==> src/rtl/infra_pkg.sv <==
// infra_pkg: shared state encodings and counter-width helper for the infrared ball path
package infra_pkg;
  typedef enum logic [1:0] {EMPTY, CONFIRM, HOLD, RELEASE} pres_e;
  typedef enum logic [1:0] {K_IDLE, K_FIRE, K_COOL} kick_e;
  function automatic int cnt_w(input int a, input int b);
    return $clog2((a > b ? a : b) + 1);
  endfunction
endpackage

==> src/rtl/infra_kick_timer.sv <==
// infra_kick_timer: fixed-width kick pulse followed by a non-retriggerable cooldown
module infra_kick_timer
  import infra_pkg::*;
#(
  parameter int KICK_PULSE_CYC = 200,
  parameter int COOLDOWN_CYC   = 50000
) (
  input  logic clk,
  input  logic rst,
  input  logic trigger,
  output logic kick_out,
  output logic kick_busy
);
  localparam int W = cnt_w(KICK_PULSE_CYC, COOLDOWN_CYC);
  kick_e st, st_n;
  logic [W-1:0] cnt, cnt_n;
  always_comb begin
    st_n = st;
    cnt_n = cnt;
    case (st)
      K_IDLE: if (trigger) begin
        st_n = K_FIRE;
        cnt_n = W'(1);
      end
      K_FIRE: if (cnt == W'(KICK_PULSE_CYC)) begin
        st_n = K_COOL;
        cnt_n = W'(1);
      end else cnt_n = cnt + 1'b1;
      K_COOL: if (cnt == W'(COOLDOWN_CYC)) begin
        st_n = K_IDLE;
        cnt_n = '0;
      end else cnt_n = cnt + 1'b1;
      default: begin
        st_n = K_IDLE;
        cnt_n = '0;
      end
    endcase
  end
  always_ff @(posedge clk) begin
    if (rst) begin
      st <= K_IDLE;
      cnt <= '0;
      kick_out <= 1'b0;
      kick_busy <= 1'b0;
    end else begin
      st <= st_n;
      cnt <= cnt_n;
      kick_out <= st_n == K_FIRE;
      kick_busy <= st_n != K_IDLE;
    end
  end
endmodule

==> src/rtl/infra_ball_detect.sv <==
// infra_ball_detect: qualifies beam level into possession, events, hold time and kick trigger
module infra_ball_detect
  import infra_pkg::*;
#(
  parameter int CONFIRM_CYC    = 1000,
  parameter int RELEASE_CYC    = 500,
  parameter int KICK_PULSE_CYC = 200,
  parameter int COOLDOWN_CYC   = 50000,
  parameter int HOLD_W         = 16
) (
  input  logic              clk,
  input  logic              rst,
  input  logic              ir_in,
  input  logic              auto_kick_en,
  input  logic              kick_req,
  output logic              ball_present,
  output logic              ball_event,
  output logic              lost_event,
  output logic [HOLD_W-1:0] hold_cnt,
  output logic              kick_out,
  output logic              kick_busy
);
  localparam int CW = cnt_w(CONFIRM_CYC, RELEASE_CYC);
  pres_e st, st_n;
  logic [CW-1:0] cnt, cnt_n, cnt_inc;
  logic gain, lose;
  logic [HOLD_W-1:0] hold_n;
  assign cnt_inc = cnt + 1'b1;
  // EMPTY/HOLD keep the run counter at zero, so they share the arithmetic of CONFIRM/RELEASE
  always_comb begin
    st_n = st;
    cnt_n = '0;
    gain = 1'b0;
    lose = 1'b0;
    if (st == EMPTY || st == CONFIRM) begin
      if (ir_in && cnt_inc == CW'(CONFIRM_CYC)) begin
        st_n = HOLD;
        gain = 1'b1;
      end else if (ir_in) begin
        st_n = CONFIRM;
        cnt_n = cnt_inc;
      end else st_n = EMPTY;
    end else begin
      if (!ir_in && cnt_inc == CW'(RELEASE_CYC)) begin
        st_n = EMPTY;
        lose = 1'b1;
      end else if (!ir_in) begin
        st_n = RELEASE;
        cnt_n = cnt_inc;
      end else st_n = HOLD;
    end
  end
  assign hold_n = gain ? '0 : (ball_present && !(&hold_cnt)) ? hold_cnt + 1'b1 : hold_cnt;
  always_ff @(posedge clk) begin
    if (rst) begin
      st <= EMPTY;
      cnt <= '0;
      ball_present <= 1'b0;
      ball_event <= 1'b0;
      lost_event <= 1'b0;
      hold_cnt <= '0;
    end else begin
      st <= st_n;
      cnt <= cnt_n;
      ball_present <= st_n == HOLD || st_n == RELEASE;
      ball_event <= gain;
      lost_event <= lose;
      hold_cnt <= hold_n;
    end
  end
  infra_kick_timer #(
    .KICK_PULSE_CYC(KICK_PULSE_CYC),
    .COOLDOWN_CYC  (COOLDOWN_CYC)
  ) u_kick (
    .clk      (clk),
    .rst      (rst),
    .trigger  ((kick_req | auto_kick_en) & ball_present),
    .kick_out (kick_out),
    .kick_busy(kick_busy)
  );
endmodule

==> config.mk <==
export PLATFORM = sky130hd
export DESIGN_NAME = infra_ball_detect
export DESIGN_NICKNAME = d
export VERILOG_FILES = /design/src/rtl/infra_pkg.sv /design/src/rtl/infra_kick_timer.sv /design/src/rtl/infra_ball_detect.sv
export SDC_FILE = /design/constraint.sdc
export NUM_CORES = 1
export LEC_CHECK = 0
export CELL_PAD_IN_SITES_DETAIL_PLACEMENT = 1
export CELL_PAD_IN_SITES_GLOBAL_PLACEMENT = 1
export CORE_MARGIN = 1.5
export CORE_UTILIZATION = 25
export CTS_BUF_LIST = sky130_fd_sc_hd__clkbuf_8
export DETAILED_ROUTE_END_ITERATION = 8
export GPL_ROUTABILITY_DRIVEN = 0
export PLACE_DENSITY = 0.5
export SYNTH_ARGS = -nofsm -noshare
export SYNTH_HDL_FRONTEND = slang
export SYNTH_HIERARCHICAL = 1
export SYNTH_SLANG_ARGS = --single-unit
==> constraint.sdc <==
create_clock -name clk -period 4.02 [get_ports clk]
set_input_delay 0.804 -clock clk [delete_from_list [all_inputs] [get_ports clk]]
set_output_delay 0.804 -clock clk [all_outputs]
set_load 0.005 [all_outputs]
Word level (Yosys, flattened, before mapping). Cells that the tools add are included.

Flip-flop bits (word level): 51.

$add $sub $neg: 3. Eq/ne operators: 11. Mux-type cells: 21. Bitwise logic cells: 2. Reductions and logical operators: 13.

Operators with widths (number): 2-to-1 mux 10 bit (5); 2-to-1 mux 16 bit (3); one-hot mux 16 bit (3 select lines) (1); adder 16 x 1 -> 16 bit, second input constant (2); == test 16 bit, second input constant (1); == test 16 x 8 -> 1 bit, second input constant (1); AND reduction 16 bit (1); 2-to-1 mux 2 bit (6); adder 10 x 1 -> 10 bit, second input constant (1); == test 10 bit, second input constant (1); == test 10 x 9 -> 1 bit, second input constant (1); == test 2 x 1 -> 1 bit, second input constant (3); == test 2 bit, second input constant (3); one-hot mux 2 bit (3 select lines) (1); 2-to-1 mux 1 bit (5); zero test 2 bit (2); OR reduction 2 bit (2); logical AND 1 bit (3); zero test 1 bit (2); logical OR 1 bit (2); inequality test 2 x 1 -> 1 bit, second input constant (1); nonzero test 2 bit (1); AND 1 bit (1); OR 1 bit (1).

Logic depth before layout (Yosys ltp). Gate-level depths: netlist of the first run.

Word-level depth: 7. Mapped depth: 7.

By module. Netlist of the first run, hierarchy kept.

By module, submodules not included: infra_ball_detect (instances 1, cells an instance 193, area an instance 1685.4 µm², seq. area each 580.6 µm²); infra_kick_timer (instances 1, cells an instance 133, area an instance 1184.9 µm², seq. area each 400.4 µm²).

Worst setup path after synthesis of the first run. No wires, ideal clock.

Path kind: input to register. Start: input port auto_kick_en. End: register u_kick.cnt[14]. Arrival time: 2155 ps. Data required time: 3954 ps. Setup slack: 1799 ps. Cell stages on the path: 6. Path buffers: 0. Cell sequence: nor2_1 nor2_1 o31ai_1 or3_4 or4_4 a21oi_2.

Word-level cells in the longest chain between the ends: 3.

RTL lines: from (decl) (line infra_ball_detect.sv:14) `input logic auto_kick_en,`; OR 1 bit (line infra_ball_detect.sv:77) `.trigger ((kick_req | auto_kick_en) & ball_present),`; AND 1 bit (line infra_ball_detect.sv:77); inequality test 2 x 1 -> 1 bit (no line); to (signal assigned) (line infra_kick_timer.sv:47) `cnt <= cnt_n;`; to (decl) (line infra_kick_timer.sv:16) `logic [W-1:0] cnt, cnt_n;`.

Every way passes these cells. A chain may end at the register's enable or synchronous reset.

==> results of run 1 <==
## placed cells by master, fill, tap and decap left out, types with 3 or more instances in the layout
| cell type | instances |
|---|---|
| and2_1 | 5 |
| o31ai_1 | 6 |
| and3_1 | 6 |
| a31oi_1 | 5 |
| inv_1 | 13 |
| clkdlybuf4s50_1 | 25 |
| xor2_1 | 15 |
| buf_4 | 3 |
| and4_1 | 6 |
| nor4b_2 | 3 |
| ha_1 | 5 |
| nor3_1 | 5 |
| a21oi_1 | 10 |
| clkbuf_8 | 5 |
| nand3_1 | 11 |
| o2111ai_1 | 6 |
| and4b_1 | 3 |
| xnor2_1 | 8 |
| nand2_1 | 23 |
| or4_1 | 5 |
| dfxtp_1 | 49 |
| nor4_1 | 10 |
| a211oi_1 | 8 |
| nor2_1 | 30 |
| nand2b_1 | 6 |
| nand4_1 | 6 |
| or3_1 | 4 |
| o21ai_0 | 14 |
| a21boi_0 | 4 |
| o211ai_1 | 6 |
## registers in the layout, indices dropped and copies added, names as in the netlist
signal,count
ball_event,1
ball_present,1
cnt,10
hold_cnt,16
lost_event,1
u_kick/cnt,16
u_kick/kick_busy,1
u_kick/kick_out,1
u_kick/st,2
## synth_stat cells, types with 3 or more instances
cell / instances / area share [%]
o211ai_1: 6 / 1.6
a211oi_1: 8 / 2.1
nor4_1: 10 / 2.2
clkbuf_1: 6 / 0.78
a31oi_1: 5 / 1.1
o31ai_1: 6 / 1.6
and4b_1: 3 / 1.0
and2_1: 5 / 1.1
nor3_1: 5 / 0.87
xnor2_1: 8 / 2.4
inv_1: 13 / 1.7
and3_1: 6 / 1.3
nor4b_2: 3 / 1.6
o2111ai_1: 6 / 1.8
nor2_1: 30 / 3.9
nand2b_1: 6 / 1.3
dfxtp_1: 49 / 34
o21ai_0: 14 / 2.4
buf_6: 3 / 1.2
nand2_1: 23 / 3.0
xor2_1: 15 / 4.6
a21oi_1: 10 / 1.7
a21boi_0: 4 / 1.0
ha_1: 5 / 2.2
nand3_1: 11 / 1.9
buf_2: 3 / 0.52
or4_1: 5 / 1.3
nand4_1: 6 / 1.3
or3_1: 4 / 0.87
and4_1: 6 / 1.8
## power by group through the flow
stage / sequential [mW] / clock, mW / combinational (mW)
floorplan: 0.516 / 0 / 0.0633
global placement: 0.524 / 0 / 0.0926
detailed placement: 0.524 / 0 / 0.0918
CTS: 0.513 / 0.333 / 0.0920
global route: 0.516 / 0.347 / 0.0999
finish: 0.513 / 0.313 / 0.0906
## critical path: stages, from the launching register on
cell	delay [ps]
dfxtp_1	400
ha_1	310
nor4b_2	350
nor2_1	110
or3_4	420
o41ai_4	870
nor2_1	120
## logic make-up after synthesis
logic type	Yosys count	synth area share, %
AND/OR/NAND/NOR	139	29.03
AO/OA/AOI/OAI	81	22.41
flip-flops	49	34.18
buffers and inverters	28	4.838
XOR/XNOR	23	7.019
adder cells (fa/ha/maj)	5	2.180
multiplexers	1	0.3487
## routing by layer
metal	vias up	share of wire [%]
li1	1267	-
met1	1238	48
met2	29	47
met3	10	2.5
met4	0	1.8
met5	-	0
## stage by stage
| step | setup WS [ps] | power, mW | utilization, % | hold slack, ps | cell area, sq um |
|---|---|---|---|---|---|
| finish | 1292 | 0.9161 | 30.05 | 526.6 | 3314 |
| global route | 1013 | 0.9628 | 30.05 | 545.0 | 3314 |
| CTS | 1206 | 0.9383 | 30.05 | 532.4 | 3314 |
| detailed placement | 1141 | 0.6161 | 29.27 | 512.6 | 3228 |
| global placement | 1210 | 0.6168 | 29.27 | 503.7 | 3228 |
| floorplan | 1799 | 0.5795 | - | 462.6 | 2870 |
## final cells by class
cell class | count | area share (%)
multi-input cells | 249 | 52.81
flip-flops and latches | 49 | 29.60
repair buffers | 28 | 8.230
well taps | 140 | 5.285
clock buffers | 5 | 2.076
inverters | 13 | 1.472
clock inverters | 3 | 0.5285
## worst max-delay path by stage
stage / from / endpoint / depth (start not counted)
after CTS: cnt[0]$_SDFF_PP0_ / hold_cnt[5]$_SDFFE_PP0P_ / 6
after floorplan: auto_kick_en / u_kick/cnt[14]$_SDFFE_PP0P_ / 6
after global placement: auto_kick_en / u_kick/cnt[14]$_SDFFE_PP0P_ / 7
after global routing: cnt[0]$_SDFF_PP0_ / hold_cnt[13]$_SDFFE_PP0P_ / 6
after detailed placement: kick_req / u_kick/cnt[14]$_SDFFE_PP0P_ / 7
final: cnt[0]$_SDFF_PP0_ / hold_cnt[3]$_SDFFE_PP0P_ / 6
==> flow_metrics.py, run 1 <==
metrics = {
    "outcome": {
        "status": "completed",
    },
    "timing": {
        "setup_tns_ps": 0,
        "finalClockSkew_ps": 8.070,
        "period_needed_ps": 2728,
        "max_freq_mhz": 366.6,
        "fin_crit_sh_pct": 67.86,
        "drv_slew": 0,
        "finalSetupViolCount": 0,
        "tightest_slew_ps": 934.5,
        "hold_viol": 0,
        "grt_setup_unrepaired": "false",
        "timing.slew.headroom_pct": 37.49,
    },
    "setup_path": {
        "crit_required_ps": 4210,
        "crit_type": "reg2reg",
        "worstPathArrival_ps": 2920,
        "end_kind": "flip-flop",
        "crit_path_max_fanout": 16,
        "r2r_setup_slack_ps": 1290,
        "worst_r2r_path_depth": 6,
        "cp-start-kind": "flip-flop",
        "timing.rr.end": "hold_cnt[3]$_SDFFE_PP0P_",
        "r2r-start": "cnt[0]$_SDFF_PP0_",
    },
    "grt": {
        "grt_util_all_layers_pct": 13.74,
        "grt_most_used_layer": "met2",
        "use_met2_pct": 22.54,
        "use_met1_pct": 17.65,
        "grt_overflow": 0,
        "grt_pass1_vias": 2491,
        "grtUsageMet3_pct": 2.763,
        "antenna_found_initial": 0,
        "grt_pass1_wl_um": 12870,
        "grt_max_degree": 17,
    },
    "floorplan": {
        "num_io_pins": 26,
        "rows": 38,
        "die_y_um": 110.2,
        "start_util_pct": 26.02,
        "core_sq_um": 11030,
        "die_x_um": 110.2,
        "die_area_sq_um": 12130,
    },
    "place": {
        "dp.cells": 479,
        "hpwl_um": 5510,
        "port_buffers": 25,
    },
    "finish": {
        "fillers": 1308,
        "ff_latch_area_sq_um": 980.9,
        "stdcell_count": 487,
        "fin_nets": 356,
        "final_layout_size_suffix_gt1_share_pct": 10.09,
        "area_growth_pct": 15.48,
        "antenna_cells": 0,
        "multi_input_area_sq_um": 1750,
    },
    "logic_synthesis": {
        "ys_warn_count": 6,
        "ys_types": 66,
        "async_reset_ff_share_pct": 0,
        "syn-cell-area_sq_um": 2870,
        "ys_ff_latch": 49,
        "avgSynthCellArea_sq_um": 8.804,
        "postSynthCellCount": 326,
        "synth_nets": 336,
        "seq_area_frac_synth_pct": 34.18,
        "synthFlopType": "dfxtp_1",
        "synth_edf_count": 0,
    },
    "drt": {
        "drtAntennaViolNets": 0,
        "wire_per_inst_um": 15.83,
        "drt-initial-drc-count": 56,
        "drc": 0,
        "via_per_inst": 5.224,
        "dr.pass1.iters": 4,
        "vias": 2544,
        "wl_um": 7710,
    },
    "hold_path": {
        "hold_end": "hold_cnt[11]$_SDFFE_PP0P_",
        "hp-class": "reg2reg",
        "worstHoldPathCells": 2,
        "min_from": "hold_cnt[11]$_SDFFE_PP0P_",
    },
    "clock_tree": {
        "clock_path_buffers": 2,
        "cts_hold_buf": 0,
        "htreeDepth": 2,
        "cts_root_buf": "clkbuf_8",
        "clkLatencyLatePin_ps": 330,
        "ctsResizeCount": 0,
        "post_cts_buffers": 0,
        "clk_pin_slew_ps": 100,
        "cts_buffers": 5,
        "clock_sinks": 49,
        "cts_tree": "done",
    },
    "power": {
        "pwr-share-comb_pct": 9.9,
        "ir_drop_v": 0.0001278,
        "sw_frac_of_total_pct": 28.89,
        "pwr-share-seq_pct": 56.0,
        "p_switching_uw": 264.6,
        "powerDensity_nw_per_um2": 276.4,
        "clockPowerShare_pct": 34.1,
        "leakage_nw": 1.038,
        "p_int_uw": 651.5,
    },
    "flow_run": {
        "max_cap_violations": 0,
    },
}
Power figures use the tool's default switching activity.
==> inputs of run 2 (changes only) <==
PLACE_DENSITY = 0.52   (was 0.5)
clock period = 2.5 ns   (was 4.02 ns; I/O delays follow)
==> run 2 against run 1 <==
Via count rose by 3.7%. Clock power rose by 70%. Flip-flop and latch count did not move. Wire length rose by 3.4%. Die area did not move. Register-to-register slack got worse by 1000 ps. Global-route usage rose by 0.46 points. Sequential share of layout area fell by 1.5 points. Total power rose by 67%. Clock skew fell by 1.1 ps. Design area rose by 5.4%. Critical path depth rose by 1.
==> flow_metrics.py, run 2 (same netlist as run 1, synthesis figures left out) <==
metrics = {
    "hold_path": {
        "hp-class": "reg2reg",
    },
    "floorplan": {
        "core_sq_um": 11030,
        "start_util_pct": 26.02,
        "die_area_sq_um": 12130,
        "die_x_um": 110.2,
        "die_y_um": 110.2,
        "num_io_pins": 26,
        "rows": 38,
    },
    "finish": {
        "ff_latch_area_sq_um": 980.9,
        "final_cell_mix": "dfxtp_1, nor2_1, clkdlybuf4s50_1, nand2_1, buf_4",
        "mostFrequentLayoutCell": "dfxtp_1",
        "multi_input_area_sq_um": 1750,
        "area_growth_pct": 21.67,
        "stdcell_count": 507,
        "fin_nets": 376,
        "reg.largest.list": "hold_cnt x16, u_kick/cnt x16, cnt x10",
        "antenna_cells": 0,
        "final_util_pct": 31.66,
        "final_layout_size_suffix_gt1_share_pct": 14.99,
        "fillers": 1316,
    },
    "grt": {
        "grt_pass1_vias": 2667,
        "antenna_found_initial": 0,
        "grt_util_all_layers_pct": 14.20,
        "grt_overflow": 0,
        "grt_max_degree": 17,
        "grt_pass1_wl_um": 13270,
    },
    "timing": {
        "tightest_slew_ps": 517.6,
        "max_freq_mhz": 447.2,
        "timing.slew.headroom_pct": 65.49,
        "finalClockSkew_ps": 6.981,
        "setup_tns_ps": 0,
        "finalSetupViolCount": 0,
        "drv_slew": 0,
        "hold_viol": 0,
        "hold_ws_ps": 514.6,
        "worst_slack_ps": 263.8,
        "period_needed_ps": 2236,
        "grt_setup_unrepaired": "false",
        "fin_crit_sh_pct": 89.45,
    },
    "setup_path": {
        "crit_required_ps": 2720,
        "end_kind": "flip-flop",
        "crit_path_max_fanout": 16,
        "r2r_setup_slack_ps": 260,
        "cp-start-kind": "flip-flop",
        "crit_type": "reg2reg",
        "worstPathArrival_ps": 2460,
    },
    "power": {
        "p_int_mw": 1.128,
        "p_switching_uw": 404.8,
        "leakage_nw": 1.148,
        "pwr-share-seq_pct": 52.8,
        "sw_frac_of_total_pct": 26.41,
        "pwr-share-comb_pct": 12.4,
        "ir_drop_v": 0.0002613,
        "powerDensity_nw_per_um2": 438.9,
        "clockPowerShare_pct": 34.8,
    },
    "drt": {
        "wl_um": 7973,
        "wire_per_inst_um": 15.73,
        "drtAntennaViolNets": 0,
        "dr.pass1.iters": 4,
        "drc": 0,
        "drt-initial-drc-count": 64,
        "vias": 2638,
        "via_per_inst": 5.203,
    },
    "clock_tree": {
        "cts_hold_buf": 0,
        "clock_path_buffers": 2,
        "clock_sinks": 49,
        "cts_buffers": 5,
        "clk_pin_slew_ps": 90,
        "clkLatencyLatePin_ps": 320,
        "cts_tree": "done",
        "ctsResizeCount": 0,
        "post_cts_buffers": 0,
        "htreeDepth": 2,
        "cts_root_buf": "clkbuf_8",
    },
    "flow_run": {
        "max_cap_violations": 0,
    },
    "place": {
        "dp_slack_ps": 151.6,
        "port_buffers": 25,
        "dp.cells": 499,
        "hpwl_um": 5981,
    },
    "outcome": {
        "status": "completed",
    },
}
run 2: cell types whose count changed in the layout (fill, tap and decap cells not counted):
cell	previous run	this run
buf_4	3	22
clkbuf_8	5	7
buf_12	0	1
clkinv_2	2	1
clkinvlp_4	1	0
run 2: path summary, 6_finish.rpt:
path                                                   from                          end  cells past startpoint
worst min register to register  u_kick/cnt[11]$_SDFFE_PP0P_  u_kick/cnt[11]$_SDFFE_PP0P_                      2
worst max-delay path                      cnt[0]$_SDFF_PP0_     hold_cnt[9]$_SDFFE_PP0P_                      7
worst max register to register            cnt[0]$_SDFF_PP0_     hold_cnt[9]$_SDFFE_PP0P_                      7
worst min-delay path            u_kick/cnt[11]$_SDFFE_PP0P_  u_kick/cnt[11]$_SDFFE_PP0P_                      2
run 2: critical path, cell delays in order, from the launching register on:
cell	delay [ps]
dfxtp_1	320
ha_1	270
nor4b_2	330
nor2_1	100
or3_4	420
o41ai_4	430
buf_12	200
nor2_1	50
run 2: area by class of cell:
class | instances | share of cell area (%)
clock buffer | 7 | 2.759
clock inverter | 1 | 0.1433
inverter | 13 | 1.397
multi-input combinational | 249 | 50.13
sequential | 49 | 28.09
tap | 140 | 5.016
timing repair buffer | 48 | 12.47
run 2: power groups by stage:
stage          Sequential [mW]  Combinational, mW  Clock, mW
2_1_floorplan            0.830              0.102          0
5_1_grt                  0.812              0.210      0.594
6_report                 0.809              0.190      0.533
4_1_cts                  0.810              0.194      0.569
3_3_place_gp             0.827              0.193          0
3_5_place_dp             0.828              0.193          0
run 2: layer usage:
metal	share of wire [%]	wire length [um]	vias up	global-route usage [%]
met5	0	0	-	0
met4	1.5	123	0	4.396
met3	2.2	172	9	3.704
met2	48	3824	14	23.60
met1	48	3852	1305	17.97
li1	-	-	1310	-
run 2: metrics by stage:
stage                     cell area, sq um  total power, mW
after global placement                3391            1.020
final                                 3492            1.533
after CTS                             3492            1.573
after global routing                  3492            1.616
after detailed placement              3391            1.021
after floorplan                       2870           0.9318
==> inputs of run 3 (changes only) <==
CORE_MARGIN = 4   (was 1.5)
MAX_ROUTING_LAYER = met4   (was default)
==> run 3 against run 2 <==
Critical endpoint is now ball_present$_SDFF_PP0_. Flip-flop and latch count did not move. Clock power rose by 14%. Maximum frequency fell by 3.2%. Combinational power fell by 6%.
==> flow_metrics.py, run 3 (same netlist as run 1, synthesis figures left out) <==
metrics = {
    "drt": {
        "wire_per_inst_um": 16.21,
        "vias": 2597,
        "drc": 0,
        "drt-initial-drc-count": 139,
        "via_per_inst": 5.184,
        "wl_um": 8121,
        "dr.pass1.iters": 4,
        "drtAntennaViolNets": 0,
    },
    "floorplan": {
        "start_util_pct": 26.02,
        "rows": 38,
        "die_area_sq_um": 13260,
        "die_x_um": 115.2,
        "die_y_um": 115.2,
        "core_sq_um": 11030,
        "num_io_pins": 26,
    },
    "power": {
        "leakage_nw": 1.130,
        "ir_drop_v": 0.0002134,
        "powerDensity_nw_per_um2": 461.8,
    },
    "setup_path": {
        "cp-start-kind": "flip-flop",
        "r2r_setup_slack_ps": 190,
        "end_kind": "flip-flop",
        "crit_path_cell_trace": "ha_1 -> nor4b_2 -> nor2_1 -> or3_4 -> or4_1 -> a31oi_1",
        "cpPeakStageDelay_ps": 520,
        "crit_required_ps": 2740,
        "crit_type": "reg2reg",
        "cp_slowest_cell": "or4_1",
        "crit_path_max_fanout": 8,
        "worstPathArrival_ps": 2550,
    },
    "clock_tree": {
        "post_cts_buffers": 0,
        "cts_hold_buf": 0,
        "clkLatencyLatePin_ps": 300,
        "cts_tree": "done",
        "clock_path_buffers": 2,
        "ctsResizeCount": 0,
        "clk_pin_slew_ps": 100,
        "cts_root_buf": "clkbuf_8",
        "clock_sinks": 49,
        "cts_buffers": 5,
        "htreeDepth": 2,
    },
    "timing": {
        "grt_setup_unrepaired": "false",
        "tightest_slew_ps": 522.6,
        "max_freq_mhz": 432.7,
        "finalSetupViolCount": 0,
        "finalClockSkew_ps": 7.868,
        "period_needed_ps": 2311,
        "fin_crit_sh_pct": 92.45,
        "drv_slew": 0,
        "timing.slew.headroom_pct": 65.05,
        "setup_tns_ps": 0,
        "hold_viol": 0,
        "hold_ws_ps": 531.2,
    },
    "grt": {
        "grt_most_used_layer": "met2",
        "grt_pass1_wl_um": 13730,
        "grt_pass1_vias": 2682,
        "grt_util_all_layers_pct": 13.13,
        "use_met2_pct": 20.37,
        "grt_overflow": 0,
        "antenna_found_initial": 0,
        "grtUsageMet3_pct": 2.053,
        "use_met1_pct": 18.01,
        "grt_max_degree": 17,
    },
    "finish": {
        "reg.largest.list": "hold_cnt x16, u_kick/cnt x16, cnt x10",
        "area_growth_pct": 20.62,
        "ff_latch_area_sq_um": 980.9,
        "fillers": 1312,
        "mostFrequentLayoutCell": "dfxtp_1",
        "fin_nets": 370,
        "multi_input_area_sq_um": 1750,
        "final_cell_mix": "dfxtp_1, nor2_1, clkdlybuf4s50_1, nand2_1, buf_4",
        "antenna_cells": 0,
        "final_layout_size_suffix_gt1_share_pct": 13.30,
    },
    "outcome": {
        "status": "completed",
    },
    "place": {
        "hpwl_um": 5894,
        "port_buffers": 25,
    },
    "flow_run": {
        "max_cap_violations": 0,
    },
    "hold_path": {
        "hp-class": "reg2reg",
    },
}
run 3: changes by cell type in the layout (fill, tap and decap cells not counted), sizes merged:
cell    change
inv         +1
buf         -6
clkinv      -1
clkbuf      -1
bufinv      +1
run 3: cell type report:
type	instances	share of cell area, %
multi-input cells	249	50.56
flip-flops and latches	49	28.33
repair buffers	42	11.28
well taps	140	5.060
clock buffers	6	2.385
inverters	13	1.409
clock inverters	2	0.9758
run 3: stage by stage:
step                      worst slack [ps]  total power [mW]  cell area [sq um]  utilization (%)  instances
after floorplan                      288.8            0.9318               2870                -        326
after global placement               182.8             1.009               3346            30.33        493
after detailed placement             158.8             1.011               3346            30.33        493
after CTS                            195.4             1.636               3462            31.39        501
after global routing                 35.07             1.686               3462            31.39        501
final                                188.9             1.599               3462            31.39        501
run 3: final timing paths:
| path | start | to | cells past startpoint |
|---|---|---|---|
| setup / recovery | cnt[1]$_SDFF_PP0_ | ball_present$_SDFF_PP0_ | 6 |
| hold / removal | u_kick/cnt[11]$_SDFFE_PP0P_ | u_kick/cnt[11]$_SDFFE_PP0P_ | 2 |
| hold reg to reg | u_kick/cnt[11]$_SDFFE_PP0P_ | u_kick/cnt[11]$_SDFFE_PP0P_ | 2 |
| setup reg to reg | cnt[1]$_SDFF_PP0_ | ball_present$_SDFF_PP0_ | 6 |
run 3: where the power goes:
part | total [mW] | switching (mW) | internal, mW
sequential | 0.814 | 0.0189 | 0.795
clock | 0.607 | 0.284 | 0.323
combinational | 0.178 | 0.103 | 0.0742
total | 1.60 | 0.407 | 1.19
run 3: critical path: cells and delay by family (launching register included):
family                   cells  cell delay [ps]
AND/OR/NAND/NOR              4             1410
flip-flops                   1              390
adder cells (fa/ha/maj)      1              290
AO/OA/AOI/OAI                1              170
run 3: per-layer routing:
metal | share of wire (%) | vias up
met1 | 51 | 1271
li1 | - | 1295
met4 | 1.2 | 0
met3 | 1.8 | 9
met5 | 0 | -
met2 | 46 | 22
